<file path="src/rtl/pll_lock_rst_seq.sv">
// pll_lock_rst_seq: PLL lock supervisor and ordered reset sequencer for the DSI-to-OLED pipeline.
// Build macro PLL_LOCK_DEGLITCH_EN: lock loss is acted on only after 4 consecutive low lock samples.
`timescale 1ns/1ps

module pll_lock_rst_seq #(
    parameter int PLL_RST_CYC      = 16,
    parameter int LOCK_TIMEOUT_CYC = 65536,
    parameter int LOCK_STABLE_CYC  = 1024,
    parameter int N_STAGES         = 3,
    parameter int STAGE_GAP_CYC    = 64,
    parameter int MAX_RETRY        = 4
) (
    input  logic                             CLKI,
    input  logic                             RST,
    input  logic                             pll_lock_i,
    output logic                             pll_rst_o,
    output logic [N_STAGES-1:0]              rst_stage_o,
    output logic                             ready_o,
    output logic                             lock_lost_o,
    output logic [$clog2(MAX_RETRY+1)-1:0]   retry_cnt_o,
    output logic                             fault_o
);

    localparam int MAX_A   = (PLL_RST_CYC > LOCK_TIMEOUT_CYC) ? PLL_RST_CYC : LOCK_TIMEOUT_CYC;
    localparam int MAX_B   = (LOCK_STABLE_CYC > STAGE_GAP_CYC) ? LOCK_STABLE_CYC : STAGE_GAP_CYC;
    localparam int CNT_MAX = (MAX_A > MAX_B) ? MAX_A : MAX_B;
    localparam int CNT_W   = $clog2(CNT_MAX + 1);
    localparam int IDX_W   = (N_STAGES > 1) ? $clog2(N_STAGES) : 1;
    localparam int RTY_W   = $clog2(MAX_RETRY + 1);

    localparam logic [CNT_W-1:0]    CNT_ONE      = CNT_W'(1);
    localparam logic [CNT_W-1:0]    PLL_RST_LAST = CNT_W'(PLL_RST_CYC - 1);
    localparam logic [CNT_W-1:0]    TIMEOUT_LAST = CNT_W'(LOCK_TIMEOUT_CYC - 1);
    localparam logic [CNT_W-1:0]    STABLE_LAST  = CNT_W'(LOCK_STABLE_CYC - 1);
    localparam logic [CNT_W-1:0]    GAP_LAST     = CNT_W'(STAGE_GAP_CYC - 1);
    localparam logic [IDX_W-1:0]    IDX_FIRST    = IDX_W'(1);
    localparam logic [IDX_W-1:0]    IDX_LAST     = IDX_W'(N_STAGES - 1);
    localparam logic [RTY_W-1:0]    RTY_ONE      = RTY_W'(1);
    localparam logic [RTY_W-1:0]    RTY_MAX      = RTY_W'(MAX_RETRY);
    localparam logic [N_STAGES-1:0] STAGE_ALL    = '1;
    localparam logic [N_STAGES-1:0] STAGE_ONE    = N_STAGES'(1);
    localparam logic [N_STAGES-1:0] STAGE_FIRST  = STAGE_ALL << 1;

    localparam logic [2:0] ST_PLL_RST   = 3'd0;
    localparam logic [2:0] ST_WAIT_LOCK = 3'd1;
    localparam logic [2:0] ST_STABLE    = 3'd2;
    localparam logic [2:0] ST_RELEASE   = 3'd3;
    localparam logic [2:0] ST_RUN       = 3'd4;
    localparam logic [2:0] ST_RETRY     = 3'd5;
    localparam logic [2:0] ST_FAULT     = 3'd6;

    logic                r_lock_meta;
    logic                r_lock_s;
    logic [2:0]          r_state;
    logic [CNT_W-1:0]    r_cnt;
    logic [IDX_W-1:0]    r_idx;
    logic [RTY_W-1:0]    r_retry_cnt;
    logic [N_STAGES-1:0] r_rst_stage;
    logic                r_pll_rst;
    logic                r_ready;
    logic                r_fault;

    logic [2:0]          w_state_nxt;
    logic [CNT_W-1:0]    w_cnt_nxt;
    logic [IDX_W-1:0]    w_idx_nxt;
    logic [RTY_W-1:0]    w_retry_nxt;
    logic [N_STAGES-1:0] w_stage_nxt;
    logic                w_go_release;
    logic                w_lock_drop;

    // Two-flop synchronizer for the PLL LOCK output, which is asynchronous to CLKI.
    // NOTE: sequential state uses non-blocking assignments so every flop samples pre-edge values.
    always_ff @(posedge CLKI) begin
        if (RST) begin
            r_lock_meta <= 1'b0;
            r_lock_s    <= 1'b0;
        end else begin
            r_lock_meta <= pll_lock_i;
            r_lock_s    <= r_lock_meta;
        end
    end

`ifdef PLL_LOCK_DEGLITCH_EN
    logic [1:0] r_low_cnt;
    logic       w_monitored;

    assign w_monitored = (r_state == ST_STABLE) || (r_state == ST_RELEASE) || (r_state == ST_RUN);

    always_ff @(posedge CLKI) begin
        if (RST) begin
            r_low_cnt <= 2'd0;
        end else if (w_monitored && !r_lock_s) begin
            r_low_cnt <= r_low_cnt + 2'd1;
        end else begin
            r_low_cnt <= 2'd0;
        end
    end

    assign w_lock_drop = !r_lock_s && (r_low_cnt == 2'd3);
`else
    assign w_lock_drop = !r_lock_s;
`endif

    // NOTE: every signal written here gets a default first, so no path can infer a latch.
    always_comb begin
        w_state_nxt  = r_state;
        w_cnt_nxt    = r_cnt;
        w_idx_nxt    = r_idx;
        w_retry_nxt  = r_retry_cnt;
        w_stage_nxt  = r_rst_stage;
        w_go_release = 1'b0;

        case (r_state)
            ST_PLL_RST: begin
                if (r_cnt == PLL_RST_LAST) begin
                    w_state_nxt = ST_WAIT_LOCK;
                    w_cnt_nxt   = '0;
                end else begin
                    w_cnt_nxt = r_cnt + CNT_ONE;
                end
            end
            ST_WAIT_LOCK: begin
                if (r_lock_s) begin
                    // The cycle lock is first seen already counts as stable cycle one.
                    if (LOCK_STABLE_CYC == 1) begin
                        w_go_release = 1'b1;
                    end else begin
                        w_state_nxt = ST_STABLE;
                        w_cnt_nxt   = CNT_ONE;
                    end
                end else if (r_cnt == TIMEOUT_LAST) begin
                    w_state_nxt = ST_RETRY;
                end else begin
                    w_cnt_nxt = r_cnt + CNT_ONE;
                end
            end
            ST_STABLE: begin
                if (w_lock_drop) begin
                    w_state_nxt = ST_WAIT_LOCK;
                    w_cnt_nxt   = '0;
                end else if (r_lock_s) begin
                    if (r_cnt == STABLE_LAST) begin
                        w_go_release = 1'b1;
                    end else begin
                        w_cnt_nxt = r_cnt + CNT_ONE;
                    end
                end
            end
            ST_RELEASE: begin
                if (w_lock_drop) begin
                    w_state_nxt = ST_RETRY;
                    w_stage_nxt = STAGE_ALL;
                end else if (r_cnt == GAP_LAST) begin
                    w_cnt_nxt   = '0;
                    w_stage_nxt = r_rst_stage & ~(STAGE_ONE << r_idx);
                    if (r_idx == IDX_LAST) begin
                        w_state_nxt = ST_RUN;
                        w_retry_nxt = '0;
                    end else begin
                        w_idx_nxt = r_idx + IDX_FIRST;
                    end
                end else begin
                    w_cnt_nxt = r_cnt + CNT_ONE;
                end
            end
            ST_RUN: begin
                if (w_lock_drop) begin
                    w_state_nxt = ST_RETRY;
                    w_stage_nxt = STAGE_ALL;
                end
            end
            ST_RETRY: begin
                w_stage_nxt = STAGE_ALL;
                w_cnt_nxt   = '0;
                if (r_retry_cnt == RTY_MAX) begin
                    w_state_nxt = ST_FAULT;
                end else begin
                    w_state_nxt = ST_PLL_RST;
                    w_retry_nxt = r_retry_cnt + RTY_ONE;
                end
            end
            ST_FAULT: begin
                w_stage_nxt = STAGE_ALL;
            end
            default: begin
                w_state_nxt = ST_PLL_RST;
                w_cnt_nxt   = '0;
                w_stage_nxt = STAGE_ALL;
            end
        endcase

        // Stage 0 is released on the very first RELEASE cycle; a single stage means straight to RUN.
        if (w_go_release) begin
            w_cnt_nxt   = '0;
            w_idx_nxt   = IDX_FIRST;
            w_stage_nxt = STAGE_FIRST;
            if (N_STAGES == 1) begin
                w_state_nxt = ST_RUN;
                w_retry_nxt = '0;
            end else begin
                w_state_nxt = ST_RELEASE;
            end
        end
    end

    // NOTE: reset is synchronous and sampled inside the clocked block; outputs are registered
    // from next state so the PLL and downstream resets never see decode glitches.
    always_ff @(posedge CLKI) begin
        if (RST) begin
            r_state     <= ST_PLL_RST;
            r_cnt       <= '0;
            r_idx       <= '0;
            r_retry_cnt <= '0;
            r_rst_stage <= STAGE_ALL;
            r_pll_rst   <= 1'b1;
            r_ready     <= 1'b0;
            r_fault     <= 1'b0;
        end else begin
            r_state     <= w_state_nxt;
            r_cnt       <= w_cnt_nxt;
            r_idx       <= w_idx_nxt;
            r_retry_cnt <= w_retry_nxt;
            r_rst_stage <= w_stage_nxt;
            r_pll_rst   <= (w_state_nxt == ST_PLL_RST) || (w_state_nxt == ST_FAULT);
            r_ready     <= (w_state_nxt == ST_RUN);
            r_fault     <= (w_state_nxt == ST_FAULT);
        end
    end

    assign pll_rst_o   = r_pll_rst;
    assign rst_stage_o = r_rst_stage;
    assign ready_o     = r_ready;
    assign lock_lost_o = ((r_state == ST_RELEASE) || (r_state == ST_RUN)) && w_lock_drop;
    assign retry_cnt_o = r_retry_cnt;
    assign fault_o     = r_fault;

endmodule

</file>
<file path="config.mk">
export PLATFORM = sky130hd
export DESIGN_NAME = pll_lock_rst_seq
export DESIGN_NICKNAME = d
export VERILOG_FILES = /design/src/rtl/pll_lock_rst_seq.sv
export SDC_FILE = /design/constraint.sdc
export NUM_CORES = 1
export LEC_CHECK = 0
export ABC_CLOCK_PERIOD_IN_PS = 2350
export CAP_MARGIN = 20
export CORE_MARGIN = 2
export CORE_UTILIZATION = 24
export CTS_CLUSTER_DIAMETER = 150
export DETAILED_ROUTE_END_ITERATION = 10
export DONT_BUFFER_PORTS = 1
export GPL_TIMING_DRIVEN = 0
export SLEW_MARGIN = 20
export SYNTH_ARGS = -nofsm -noshare
export SYNTH_HDL_FRONTEND = slang
export SYNTH_SLANG_ARGS = --single-unit
</file>
<file path="constraint.sdc">
create_clock -name CLKI -period 2.35 [get_ports CLKI]
set_input_delay 0.47 -clock CLKI [delete_from_list [all_inputs] [get_ports CLKI]]
set_output_delay 0.47 -clock CLKI [all_outputs]
set_load 0.05 [all_outputs]
</file>
[Word level (Yosys, flattened, before mapping)]
Index checks and enable logic that the tools add are counted.
Cells by class
  multipliers: 0
  reduce and logical (&&, ||, !) cells: 19
  order comparisons: 0
  bitwise gates (word level): 5
  add/subtract/negate cells: 3
  shifts and indexed selects: 1
  divide/modulo/power cells: 0
  multiplexer cells: 37
  equal/unequal tests: 26
Operators by type and width (count)
  17-bit 2-to-1 mux: 7
  17-bit one-hot mux with 5 select lines: 1
  3-bit 2-to-1 mux: 17
  3-bit one-hot mux with 7 select lines: 1
  3-bit equality test (second input constant): 6
  17-bit by 1-bit adder with 17-bit output (second input constant): 1
  17-bit by 10-bit equality test with 1-bit output (second input constant): 1
  17-bit by 16-bit equality test with 1-bit output (second input constant): 1
  17-bit by 4-bit equality test with 1-bit output (second input constant): 1
  17-bit by 6-bit equality test with 1-bit output (second input constant): 1
  2-bit inequality test (second input constant): 6
  3-bit inequality test (second input constant): 4
  4-bit AND reduction: 3
  1-bit 2-to-1 mux: 9
  3-bit one-hot mux with 3 select lines: 1
  2-bit nonzero test: 4
  3-bit by 2-bit equality test with 1-bit output (second input constant): 2
  3-bit zero test: 2
  3-bit one-hot mux with 2 select lines: 1
  3-bit AND reduction: 2
  5-bit AND reduction: 1
  4-bit inequality test (second input constant): 1
  2-bit OR reduction: 2
  3-bit by 1-bit adder with 3-bit output (second input constant): 1
  12 further kinds: 15
Word-level totals
  register bits after elaboration: 33
  memories: 0
  bits in latches: 0
  bits in read-only memories: 0
  word-level logic and storage cells: 103
  output and inout port bits: 10
  RAM bits: 0

[Longest topological paths before layout]
Gate-level depths: netlist of run 1.
  depth after elaboration: 8
  mapped depth: 12
  mapped depth without buffers: 11

[Least setup slack after synthesis of run 1]
OpenSTA, ideal clock, no wires.
  kind: reg2reg
  start point: reg r_cnt[0]
  end point: reg r_cnt[4]
  stages on the path, launching flop included: 13
  arrival: 2.331 ns
  path buffers: 1
  path slack: -0.098 ns
  setup time: 0.117 ns
  path through: dfxtp_1 -> ha_1 -> nand2_1 -> nor4_2 -> and3_1 -> ha_1 -> nor2_1 -> o31ai_1 -> a31oi_1 -> clkbuf_1 -> nand2_1 -> xor2_1 -> nor2_1
On the way
  cells in the longest elaborated chain, start to end: 5
  elaborated cells between the ends (all ways): 20
  classes of those cells: 1 x add/sub; 6 x eq/ne; 11 x mux; 2 x reduce/logical
RTL lines
  from (decl): RTL line 55  | logic [CNT_W-1:0] r_cnt;
  from (signal assigned): RTL line 220  | r_cnt <= w_cnt_nxt;
  branches (longest 5 deep; another with 17-bit by 1-bit adder with 17-bit output)
Parallel ways; which one is timed is not known. The select of a mux whose other input is x is not followed.
A chain may end at the register's enable or synchronous reset.

[Worst setup path after layout of run 1]
  start point: reg r_cnt[12]
  end point: reg r_fault, in the netlist fault_o
On the way
  cells in the longest elaborated chain, start to end: 6
  elaborated cells between the ends (all ways): 15
  classes of those cells: 5 x eq/ne; 10 x mux
RTL lines
  17-bit by 6-bit equality test with 1-bit output (tied with other cells): RTL line 153  | end else if (r_cnt == GAP_LAST) begin
  3-bit 2-to-1 mux (tied with other cells): RTL line 153
  3-bit 2-to-1 mux (tied with other cells): RTL line 150  | if (w_lock_drop) begin
  3-bit one-hot mux with 7 select lines or 1-bit 2-to-1 mux (tied branches): RTL line 113  | case (r_state)
  3-bit 2-to-1 mux *: RTL line 193  | if (w_go_release) begin
  3-bit equality test *: RTL line 226  | r_fault <= (w_state_nxt == ST_FAULT);
  to (signal assigned): RTL line 226
  to (decl): RTL line 61  | logic r_fault;
Every way passes the cells marked *; elsewhere a longest branch is shown, timed or not.

==> run summary, run 1 <==
In the routed layout, each cell is associated on average with a via count of 4.71. The max-slew violation count is 0, and the final net count is 242. The global-route met1 utilization is 0.144.

Layer carrying the most global-route usage: met2. The routed wire length is 4.19 mm. In this run the worst setup path begins at r_cnt[12]$_SDFFE_PP0P_. The sequential element share of the synthesized area was 0.367. The vertical die dimension came out at 90.6 µm. The tools report the global placer's final weighted congestion as 0.886. Across the run, the number of max-cap violations was 0. The cell with the largest stage delay on the worst path was or4_4.

The initial antenna violation count was 0. The critical path is of the register to register type. The number of placed instances with taps included was 322; the number of flops mapped to enable cells by yosys was 0.

For the power after layout, the log shows 1.03 mW. On the critical path the largest part of the delay comes from simple AND/OR/NAND/NOR gates. The H-tree was split into 2 levels.

For the number of diodes, the log shows 0. The kind of start point of the critical path is a register. The die covers 8210 µm². After technology mapping, the gate count stands at 223. The flow ran to the end, and the final reports show no timing, DRC or antenna violations. The number of global-route vias before repair is 1,484, and the share of synthesized registers carrying an async set or reset is 0.

The tree is rooted in a clkbuf_8. The synthesized area per cell is 8.07 µm². The total of fill cells in the finished design was 786; the fraction of layout instances using a drive strength above 1 was 0.211. Data on the critical path is required at its endpoint by 2580 ps. Setup violations remaining at the end of the flow were counted as 0. The port buffer count is 0, and the critical path data arrival time is 2500 ps. The met3 global-route usage is 0.0225.

The later pin in the worst-skew pair is clocked with a latency of 290 ps. STA classifies the critical path endpoint as a register. The tools report the start point of the worst min-delay path as pll_lock_i.

The number of buffers and inverters on the critical path is 0. In this run the worst path has a maximum fanout of 6. The floorplan step set the die width to 90.6 µm. In this run the power density over the cells is 472 nW/µm².

In this run, the number of DRC markers left after iteration 0 of detailed routing was 56. In the routed design, unresolved DRC markers number 0. The area growth from synthesis to layout is 21.6%.

The clock input transition at the sequential cells of the worst setup and hold paths is 60 ps, and the number of iterations in the first detailed-routing pass is 4. The clock passes through at most 2 buffers. For this run, the slowest stage of the critical path takes 570 ps. TritonCTS built the clock tree. The routed layout has 1,558 vias. The logs give 0 for the hold violation count in the final report and 0.165 for the met2 usage in global routing.

Number of nets produced by synthesis: 233. The tools report the relative slew slack as 0.602. The run gives 0 as the global route total overflow. The per-cell routed wire length is 12.7 µm. The floorplan has 31 rows. Buffers inserted during clock tree synthesis total 5. Yosys mapped the design onto 46 distinct sky130hd cell types. Traced cell by cell, the critical path runs through or4_4 > nand3b_4 > or3_4 > a221o_1 > nor2_2 > and4bb_1.

The post-layout minimum cycle time was 2270 ps. The reg-to-reg startpoint was r_cnt[12]$_SDFFE_PP0P_. In this run the cell area of the synthesized design comes to 1800 µm². Summed over all cells, the static leakage comes to 0.781 nW.

Entering global routing, the biggest net connects 12 pins. For the all-layer global routing usage, the log shows 0.106. The first global-routing pass estimated 7.11 mm of wire.

For the starting density of the core, the log shows 0.248. The fraction of the cycle the final worst path needs is 0.968, and the final antenna-violating net count is 0. Static timing analysis puts the maximum clock frequency at 440 MHz.

The final HPWL from detailed placement was 2.89 mm. Leaving out filler cells and counting taps, the final layout contains 331. The logs give 2.65 ps for the final setup skew and 13 for the top-level port count. After clock tree synthesis, the flow added hold-fix buffers numbering 0.

Across the VDD grid, the largest voltage drop is 299 µV. For the number of sinks driven by the clock tree, the log shows 33. For this run, the leading register cell type out of synthesis is dfxtp_1.

At the pin with the least slew margin, the transition time is 596 ps. The floorplan core area is 7250 µm², and the register-to-register setup slack is 80 ps. The flip-flop and latch count after synthesis is 33. Count of warnings emitted by yosys: 0. In this run the worst hold path is classified as primary input to register.
[stage by stage]
step	setup TNS (ps)	hold WS, ps	worst slack [ps]	utilization	area [µm²]
detailed placement	-8350	442	-540	0.267	1940
finish	0	329	76.1	0.302	2190
global route	-0.296	344	-0.296	0.302	2190
global placement	-7490	432	-501	0.267	1940
CTS	0	331	2.20	0.293	2120
floorplan	0	414	8.01	-	1810
[final timing paths]
check,depth (start not counted),end
worst max-delay path,6,fault_o$_SDFF_PP0_
worst min register to register,1,r_lock_s$_SDFF_PP0_
worst max register to register,6,fault_o$_SDFF_PP0_
worst min-delay path,1,r_lock_meta$_SDFF_PP0_
[where the power goes]
group | internal (mW) | switching, mW | leakage, nW | total, mW
sequential | 0.563 | 0.00861 | 0.274 | 0.572
combinational | 0.0147 | 0.0172 | 0.462 | 0.0319
clock | 0.232 | 0.197 | 0.0443 | 0.429
total | 0.810 | 0.223 | 0.781 | 1.03
[final cells by class]
cell class	instances	area [µm²]	area share
repair buffers	4	33.8	0.0154
flip-flops and latches	33	687	0.314
clock buffers	7	86.3	0.0394
multi-input cells	169	1170	0.537
well taps	99	124	0.0566
inverters	10	37.5	0.0171
plain buffers	9	46.3	0.0211
[cells in the final DEF (no fill, tap or decap), drive strengths merged, types with 3 or more instances in the layout]
master	n
dfxtp	33
nor2	31
nand2	19
nand3	15
a21oi	12
clkbuf	12
inv	10
nand4	9
xor2	9
buf	8
nand2b	7
ha	7
and3	6
nor2b	5
o21ai	4
xnor2	4
a31oi	4
nor4	4
mux2i	3
[metal layers]
metal,up-vias,routed length (µm)
met5,-,0
met4,0,78
met3,5,156
met2,31,1920
met1,724,2040
li1,798,-
[flip-flops by register name, summed over array words and instances, names as in the netlist]
signal and cells:
rst_stage_o 3, ready_o 1, r_idx 2, retry_cnt_o 3, pll_rst_o 1, r_cnt 17, r_state 3, r_lock_s 1
fault_o 1, r_lock_meta 1
[cells in the mapped netlist (4+ instances only)]
cell type	instances	area, µm²
nor2_1	30	113
inv_1	10	37.5
dfxtp_1	33	661
xnor2_1	4	35.0
a31oi_1	4	25.0
nand3_1	15	75.1
nand4_1	9	56.3
a21oi_1	12	60.1
and3_1	6	37.5
ha_1	7	87.6
nand2_1	19	71.3
nand2b_1	7	43.8
clkbuf_1	8	30.0
nor2b_1	5	31.3
o21ai_0	4	20.0
xor2_1	9	78.8
[worst reg2reg max path, stage by stage (launching register included)]
cell	delay, ps
dfxtp_1	330
or4_4	570
nand3b_4	200
or3_4	370
a221o_1	350
nor2_2	170
and4bb_1	220
[kinds of logic (layout without fill, tap and decap cells)]
kind of cell,Yosys count,after routing,share of synthesized area
buf+inv,21,30,0.0452
compound gates,36,36,0.132
simple gates,110,110,0.327
flops,33,33,0.367
xor+xnor,13,13,0.0632
fa+ha+maj,7,7,0.0486
mux,3,3,0.0167
[what timing repair did]
action / 4_1_cts / 5_1_grt
hold endpoints to repair: 0 / 0
pin swaps: 4 / 4
setup buffers: 3 / 0
gates cloned: 0 / 1
setup endpoints to repair: 22 / 24
resized for setup: 20 / 24
(Power assumes the default switching activity.)
==> inputs of run 2 (changes only) <==
CORE_UTILIZATION = 55   (was 24)
PLACE_DENSITY = 0.73   (was default)
==> run summary, run 2 (synthesis gave the netlist of run 1 again) <==
The run finished with clean final reports. The hold violation count in the final report was 0 (unchanged). STA classifies the critical path startpoint as a register. The final setup skew came out at 8.78 ps (+6.14 ps).

Class of the most critical setup path: register to register. The clock input transition at the sequential cells of the worst setup and hold paths works out to 100 ps (+40 ps). Clock latency on the worst-skew pair: 330 ps (+40 ps). Power per cell area: 424 nW/µm² (-10%).

The port buffer count was 0 (unchanged); the post-placement cell area was 1870 µm² (-3.6%). The final antenna-violating net count is 0 (unchanged). The final net count is 246 (+1.7%), and the critical path data arrival time is 2560 ps (+60 ps). Relative to the synthesized area, the layout overhead comes to 18.6%. The routed wire length is 4.34 mm (+3.4%).

The run gives 6.96 mm (-2.1%) as the wire length of the first global-routing pass. Leaving out fill and tap cells, the most frequent cell in the layout is nor2_1. For this design, the slowest cell found on the critical path is dfxtp_4. The fraction of the cycle the final worst path needs is 0.994 (+0.0269).

The run gives 0.798 nW (+2.3%) as the leakage component of the power. The transition time of the tightest slew-check pin was 575 ps (-21.0 ps). The flip-flop count of the largest register, all copies and words added is 17 (unchanged), and the initial antenna violation count is 0 (unchanged). For the final HPWL from detailed placement, the log shows 2.83 mm (-2.1%).

The first-iteration detailed-routing DRC count was 139 (+150%). The vertical die dimension was 61.2 µm (-32%). Number of buffer and inverter instances along the worst setup path: 2 (+2). Setup repair after global routing could not meet its margin everywhere. The post-layout minimum cycle time works out to 2340 ps (+63.1 ps). For the relative slew slack, the log shows 0.616 (+0.0140). Kind of path behind the tightest hold check: primary input to register. The horizontal die dimension is 61.2 µm (-32%).

The fraction of layout instances using a drive strength above 1 is 0.241 (+0.0293), and the maximum number of pins on one net before global-route repair is 12 (unchanged). The reg-to-reg startpoint was r_cnt[0]$_SDFFE_PP0P_. The number of buffers on the longest clock path was 2 (unchanged); the final design utilization was 0.694 (+0.392).

The die outline area is 3750 µm² (-54%), and the per-cell routed wire length is 15.4 µm (+22%). The tools report the post-route cell area as 2140 µm² (-2.5%). The starting density of the core came out at 0.585 (+0.337).

The logs give 10 ps (-60 ps) for the register-to-register setup slack and 0.864 (-2.4%) for the global placer's final weighted congestion. The cell depth of the worst hold path works out to 1 (unchanged). The largest stage delay on the critical path is 390 ps (-180 ps), and the max-slew violation count is 0 (unchanged). The total of fill cells in the finished design came out at 247 (-69%). The tools report the critical path capture point type as a register. Largest fanout on the critical path: 10 (+4). The run gives 1,581 (+6.5%) as the number of global-route vias before repair. Worst flop-to-flop path endpoint: r_cnt[3]$_SDFFE_PP0P_.

The worst path required time was 2570 ps (about the same). The floorplan core area is 3080 µm² (-58%). The kind of cell with the highest combined delay along the critical path is simple AND/OR/NAND/NOR gates. The run gives 2 (unchanged) as the number of levels in the clock H-tree. The largest vdd supply drop was 313 µV (+4.8%); the global route total overflow was 0 (unchanged).

The tools report the all-layer global routing usage as 0.249 (+0.142). In the layout the commonest cells are nor2_1 (28), dfxtp_1 (21), nand2_1 (16). TritonCTS built the clock tree.

The mean number of vias per cell is 6.04 (+28%), and the row count is 20 (-35%). The run gives 0 (unchanged) as the number of diodes. The number of violations of the max-capacitance limit was 0 (unchanged). The tools report the number of iterations in the first detailed-routing pass as 4 (unchanged).

The end point of the most critical hold path was r_lock_meta$_SDFF_PP0_. The fmax is 428 MHz (-2.7%), and the number of buffers inserted by hold repair at cts is 0 (unchanged). The via count is 1,697 (+8.9%), and the depth of the worst register-to-register path is 13 (+7). The logs give 5 (unchanged) for the number of buffers inserted during clock tree synthesis and 0 (unchanged) for the post-detailed-route DRC marker count. In this run the most critical hold path is launched from pll_lock_i.

The total setup violations reported at the end of the flow was 0 (unchanged). The top-level port count came out at 13 (unchanged). The register with the most flip-flops in the final layout is r_cnt.

The root buffer cell chosen for the clock tree is clkbuf_4. Number of sinks driven by the clock tree: 33 (unchanged). Traced cell by cell, the critical path runs through ha_4 > nand2_4 > nor4_4 > and3_1 > ha_2 > nor2_2 > o31ai_4 > buf_4 > a31oi_4 > buf_8 > nand2_2 > xor2_1 > nor2_1.
## run 2: cell types whose count changed in the layout (fill, tap and decap cells not counted), moves of 3 or more
cell,previous run,this run
clkbuf_4,1,5
dfxtp_4,4,1
buf_4,5,8
clkbuf_8,6,0
## run 2: layout make-up
cell class | instances | area [µm²] | share of cell area
Inverter | 10 | 37.5 | 0.0176
Sequential cell | 33 | 678 | 0.318
Timing Repair Buffer | 8 | 63.8 | 0.0299
Multi-Input combinational cell | 169 | 1190 | 0.558
Clock buffer | 6 | 41.3 | 0.0193
Buffer | 9 | 57.6 | 0.0269
Clock inverter | 2 | 10.0 | 0.00469
Tap cell | 44 | 55.1 | 0.0258
## run 2: worst max-delay path by stage
stage,slack [ps],cells after the start,from,to
3_5_place_dp,-540,12,r_cnt[0]$_SDFFE_PP0P_,r_cnt[4]$_SDFFE_PP0P_
6_report,10,13,r_cnt[0]$_SDFFE_PP0P_,r_cnt[3]$_SDFFE_PP0P_
4_1_cts,5,11,r_cnt[5]$_SDFFE_PP0P_,r_cnt[3]$_SDFFE_PP0P_
5_1_grt,-90,13,r_cnt[1]$_SDFFE_PP0P_,r_cnt[14]$_SDFFE_PP0P_
2_1_floorplan,8,12,r_cnt[0]$_SDFFE_PP0P_,r_cnt[3]$_SDFFE_PP0P_
3_3_place_gp,-460,12,r_cnt[0]$_SDFFE_PP0P_,r_cnt[4]$_SDFFE_PP0P_
## run 2: power by group
part | total [mW] | internal, mW | switching [mW]
combinational | 0.0312 | 0.0138 | 0.0174
clock | 0.299 | 0.114 | 0.185
sequential | 0.575 | 0.565 | 0.0100
total | 0.905 | 0.693 | 0.213
## run 2: metal layers
layer,share of wire,vias to the layer above,GRT usage
met5,0,-,0
met4,0.0088,0,0.0932
met3,0.068,7,0.0798
met2,0.48,64,0.397
met1,0.44,821,0.315
li1,-,805,-
## run 2: what timing repair did
action                     in CTS  in global routing
setup endpoints to repair      23                 21
buffers inserted                5                  3
pin swaps                       3                 15
resized for setup              21                 26
## run 2: stage by stage
step | setup TNS [ps] | hold WS, ps | std cells | worst slack [ps] | total power, mW
after floorplan | 0 | 414 | 223 | 8.01 | 0.604
after global placement | -6670 | 417 | 267 | -458 | 0.610
after detailed placement | -8100 | 443 | 267 | -542 | 0.612
after CTS | 0 | 277 | 279 | 5.30 | 0.908
after global routing | -722 | 273 | 281 | -92.6 | 0.945
final | 0 | 274 | 281 | 13.0 | 0.905
==> inputs of run 3 (changes only) <==
CORE_ASPECT_RATIO = 0.9   (was default)
CTS_CLUSTER_DIAMETER = 30   (was 150)
==> run summary, run 3 (synthesis gave the netlist of run 1 again) <==
The run finished, with violations left. The checks that failed: setup timing. For the register-to-register setup slack, the log shows -70 ps (-80 ps).

Walking the worst path, the cells encountered are ha_4 > nand2_4 > nor4_4 > and3_1 > ha_2 > nor2_4 > o31ai_4 > nand2b_4 > buf_8 > o21bai_4 > buf_6 > nor2_2. The flip-flop count of the largest register, all copies and words added was 17 (unchanged); the per-cell routed wire length was 17.1 µm (+11%). The mean number of vias per cell came out at 6.17 (+2.2%). The depth of the worst register-to-register path was 12 (-1). Setup repair after global routing could not meet its margin everywhere. The horizontal die dimension came out at 64.3 µm (+5.1%). The initial antenna violation count came out at 0 (unchanged). Final antenna-violating net count: 0 (unchanged). The number of sinks driven by the clock tree was 33 (unchanged); the wire length of the first global-routing pass was 7.11 mm (+2.3%). The routed wire length is 4.80 mm (+11%). The fmax was 413 MHz (-3.4%).

The clock tree root driver cell was clkbuf_4. First-iteration detailed-routing DRC count: 181 (+30%). The cell family with the largest share of critical-path delay was simple AND/OR/NAND/NOR gates. The count of cell instances traversed by the critical path is 12 (-1), and the row count is 19 (-5.0%). The register with the most flip-flops in the final layout is r_cnt. The class of the most critical setup path is register to register. The run gives 3090 µm² (+0.41%) as the floorplan core area. The largest vdd supply drop was 279 µV (-11%); the number of buffer and inverter instances along the worst setup path was 2 (unchanged). The tools report the hold violation count in the final report as 0 (unchanged). Via count: 1,728 (+1.8%).

The area growth from synthesis to layout is 26.8%. The transition time of the tightest slew-check pin came out at 586 ps (+10.6 ps). The post-detailed-route DRC marker count was 0 (unchanged); the total setup violations reported at the end of the flow was 12 (+12).

The global route total overflow was 0 (unchanged). TritonCTS built the clock tree. The tools report the worst slack at placement as -579 ps (-37.2 ps). The most frequent standard cell in the layout excluding fill and tap cells is dfxtp_1. In this run the worst hold path is classified as primary input to register. The run gives 284 ps (+10.8 ps) as the worst-case hold slack. The fraction of the cycle the final worst path needs works out to 1.03 (+0.0353).

The port buffer count is 0 (unchanged). The tools report the all-layer global routing usage as 0.248 (-0.000573). The tools report the number of iterations in the first detailed-routing pass as 5 (+1).

The worst flop-to-flop path endpoint was r_cnt[14]$_SDFFE_PP0P_. The tools report the maximum number of pins on one net before global-route repair as 12 (unchanged). The starting density of the core is 0.583 (-0.00237).

STA classifies the critical path startpoint as a register. The global placer's final weighted congestion was 0.850 (-1.6%); the leakage component of the power was 0.861 nW (+7.9%). The number of buffers on the longest clock path was 2 (unchanged). The run gives 5 (unchanged) as the number of buffers inserted during clock tree synthesis. The tools report the power after layout as 942 µW (+4.0%). The run gives 0.609 (-0.00707) as the relative slew slack. Leaving out fill and tap cells, the most frequent cells in the layout are dfxtp_1 (23), nor2_1 (20), nand2_1 (17). The end point of the critical path was r_cnt[14]$_SDFFE_PP0P_. The worst register-to-register path begins at r_cnt[1]$_SDFFE_PP0P_. The cell depth of the worst hold path was 1 (unchanged).

Number of global-route vias before repair: 1,582 (+0.063%). The number of diodes was 0 (unchanged). For the number of buffers inserted by hold repair at cts, the log shows 0 (unchanged). Cell with the largest stage delay on the worst path: dfxtp_2. The tools report the startpoint of the worst setup timing path as r_cnt[1]$_SDFFE_PP0P_. The critical path data arrival time was 2700 ps (+140 ps). The smallest setup slack after layout was -70.0 ps (-83.0 ps); the fraction of layout instances using a drive strength above 1 was 0.303 (+0.0620). The tools report the max-slew violation count as 0 (unchanged). The startpoint identified for the worst hold timing path is pll_lock_i. The worst path required time was 2630 ps (+60 ps); the post-layout minimum cycle time was 2420 ps (+83.0 ps).

The final HPWL from detailed placement was 2.94 mm (+3.8%); the number of levels in the clock H-tree was 2 (unchanged). For the final setup skew, the log shows 6.91 ps (-1.87 ps). The clock input transition at the sequential cells of the worst setup and hold paths was 100 ps (about the same); the die outline area was 3750 µm² (about the same). The vertical die dimension is 58.3 µm (-4.8%). Power per cell area: 413 nW/µm² (-2.6%).

The largest stage delay on the critical path is 370 ps (-20 ps), and the number of violations of the max-capacitance limit is 0 (unchanged). The tools report the final net count as 248 (+0.81%). The worst setup path is captured at a register.

The largest fanout on the critical path is 8 (-2). The clock latency on the worst-skew pair came out at 330 ps (about the same). Top-level port count: 13 (unchanged).
==> run 3: cell count changes in the layout (fill, tap and decap cells not counted), sizes merged <==
cell and delta:
clkbuf +1, clkinv -2, buf +2
==> run 3: worst min-delay path by stage <==
stage	end	slack, ps
after floorplan	r_lock_s$_SDFF_PP0_	410
after global placement	r_lock_s$_SDFF_PP0_	420
after detailed placement	r_lock_s$_SDFF_PP0_	450
final	r_lock_meta$_SDFF_PP0_	280
after CTS	r_lock_meta$_SDFF_PP0_	280
after global routing	r_lock_meta$_SDFF_PP0_	280
==> run 3: routing by layer <==
metal / track usage / vias up / wire (µm)
met5: 0 / - / 0
met4: 0.109 / 0 / 109
met3: 0.0621 / 17 / 431
met2: 0.388 / 87 / 2320
met1: 0.328 / 815 / 1940
li1: - / 809 / -
==> run 3: worst register-to-register path: cells and delay by family (launching register included) <==
kind | cells | cell delay [ps]
AND/OR/NAND/NOR | 6 | 930
adder cells (fa/ha/maj) | 2 | 380
AO/OA/AOI/OAI | 2 | 380
flip-flops | 1 | 370
buffers and inverters | 2 | 310
==> run 3: cell type report <==
| class | count | area [µm²] |
|---|---|---|
| Multi-Input combinational cell | 169 | 1310 |
| Tap cell | 42 | 52.6 |
| Timing Repair Buffer | 10 | 90.1 |
| Buffer | 9 | 65.1 |
| Clock buffer | 7 | 55.1 |
| Fill cell | 221 | 808 |
| Inverter | 10 | 37.5 |
| Sequential cell | 33 | 676 |
==> run 3: what timing repair did <==
action | CTS | global route
resized for setup | 23 | 52
setup endpoints to repair | 23 | 24
buffers inserted | 4 | 6
cloned | 0 | 1
pin swaps | 2 | 20
==> run 3: power breakdown <==
group	switching [mW]	internal, mW	leakage [nW]
clock network	0.179	0.141	0.0314
logic	0.0250	0.0220	0.558
registers	0.00958	0.565	0.272
total	0.214	0.728	0.861
==> run 3: metrics by stage <==
step,cells,TNS (ps),area [µm²],util
floorplan,223,0,1810,-
global placement,265,-6780,1860,0.603
detailed placement,265,-8340,1860,0.603
CTS,275,0,2040,0.659
global route,280,-1740,2280,0.738
finish,280,-512,2280,0.738
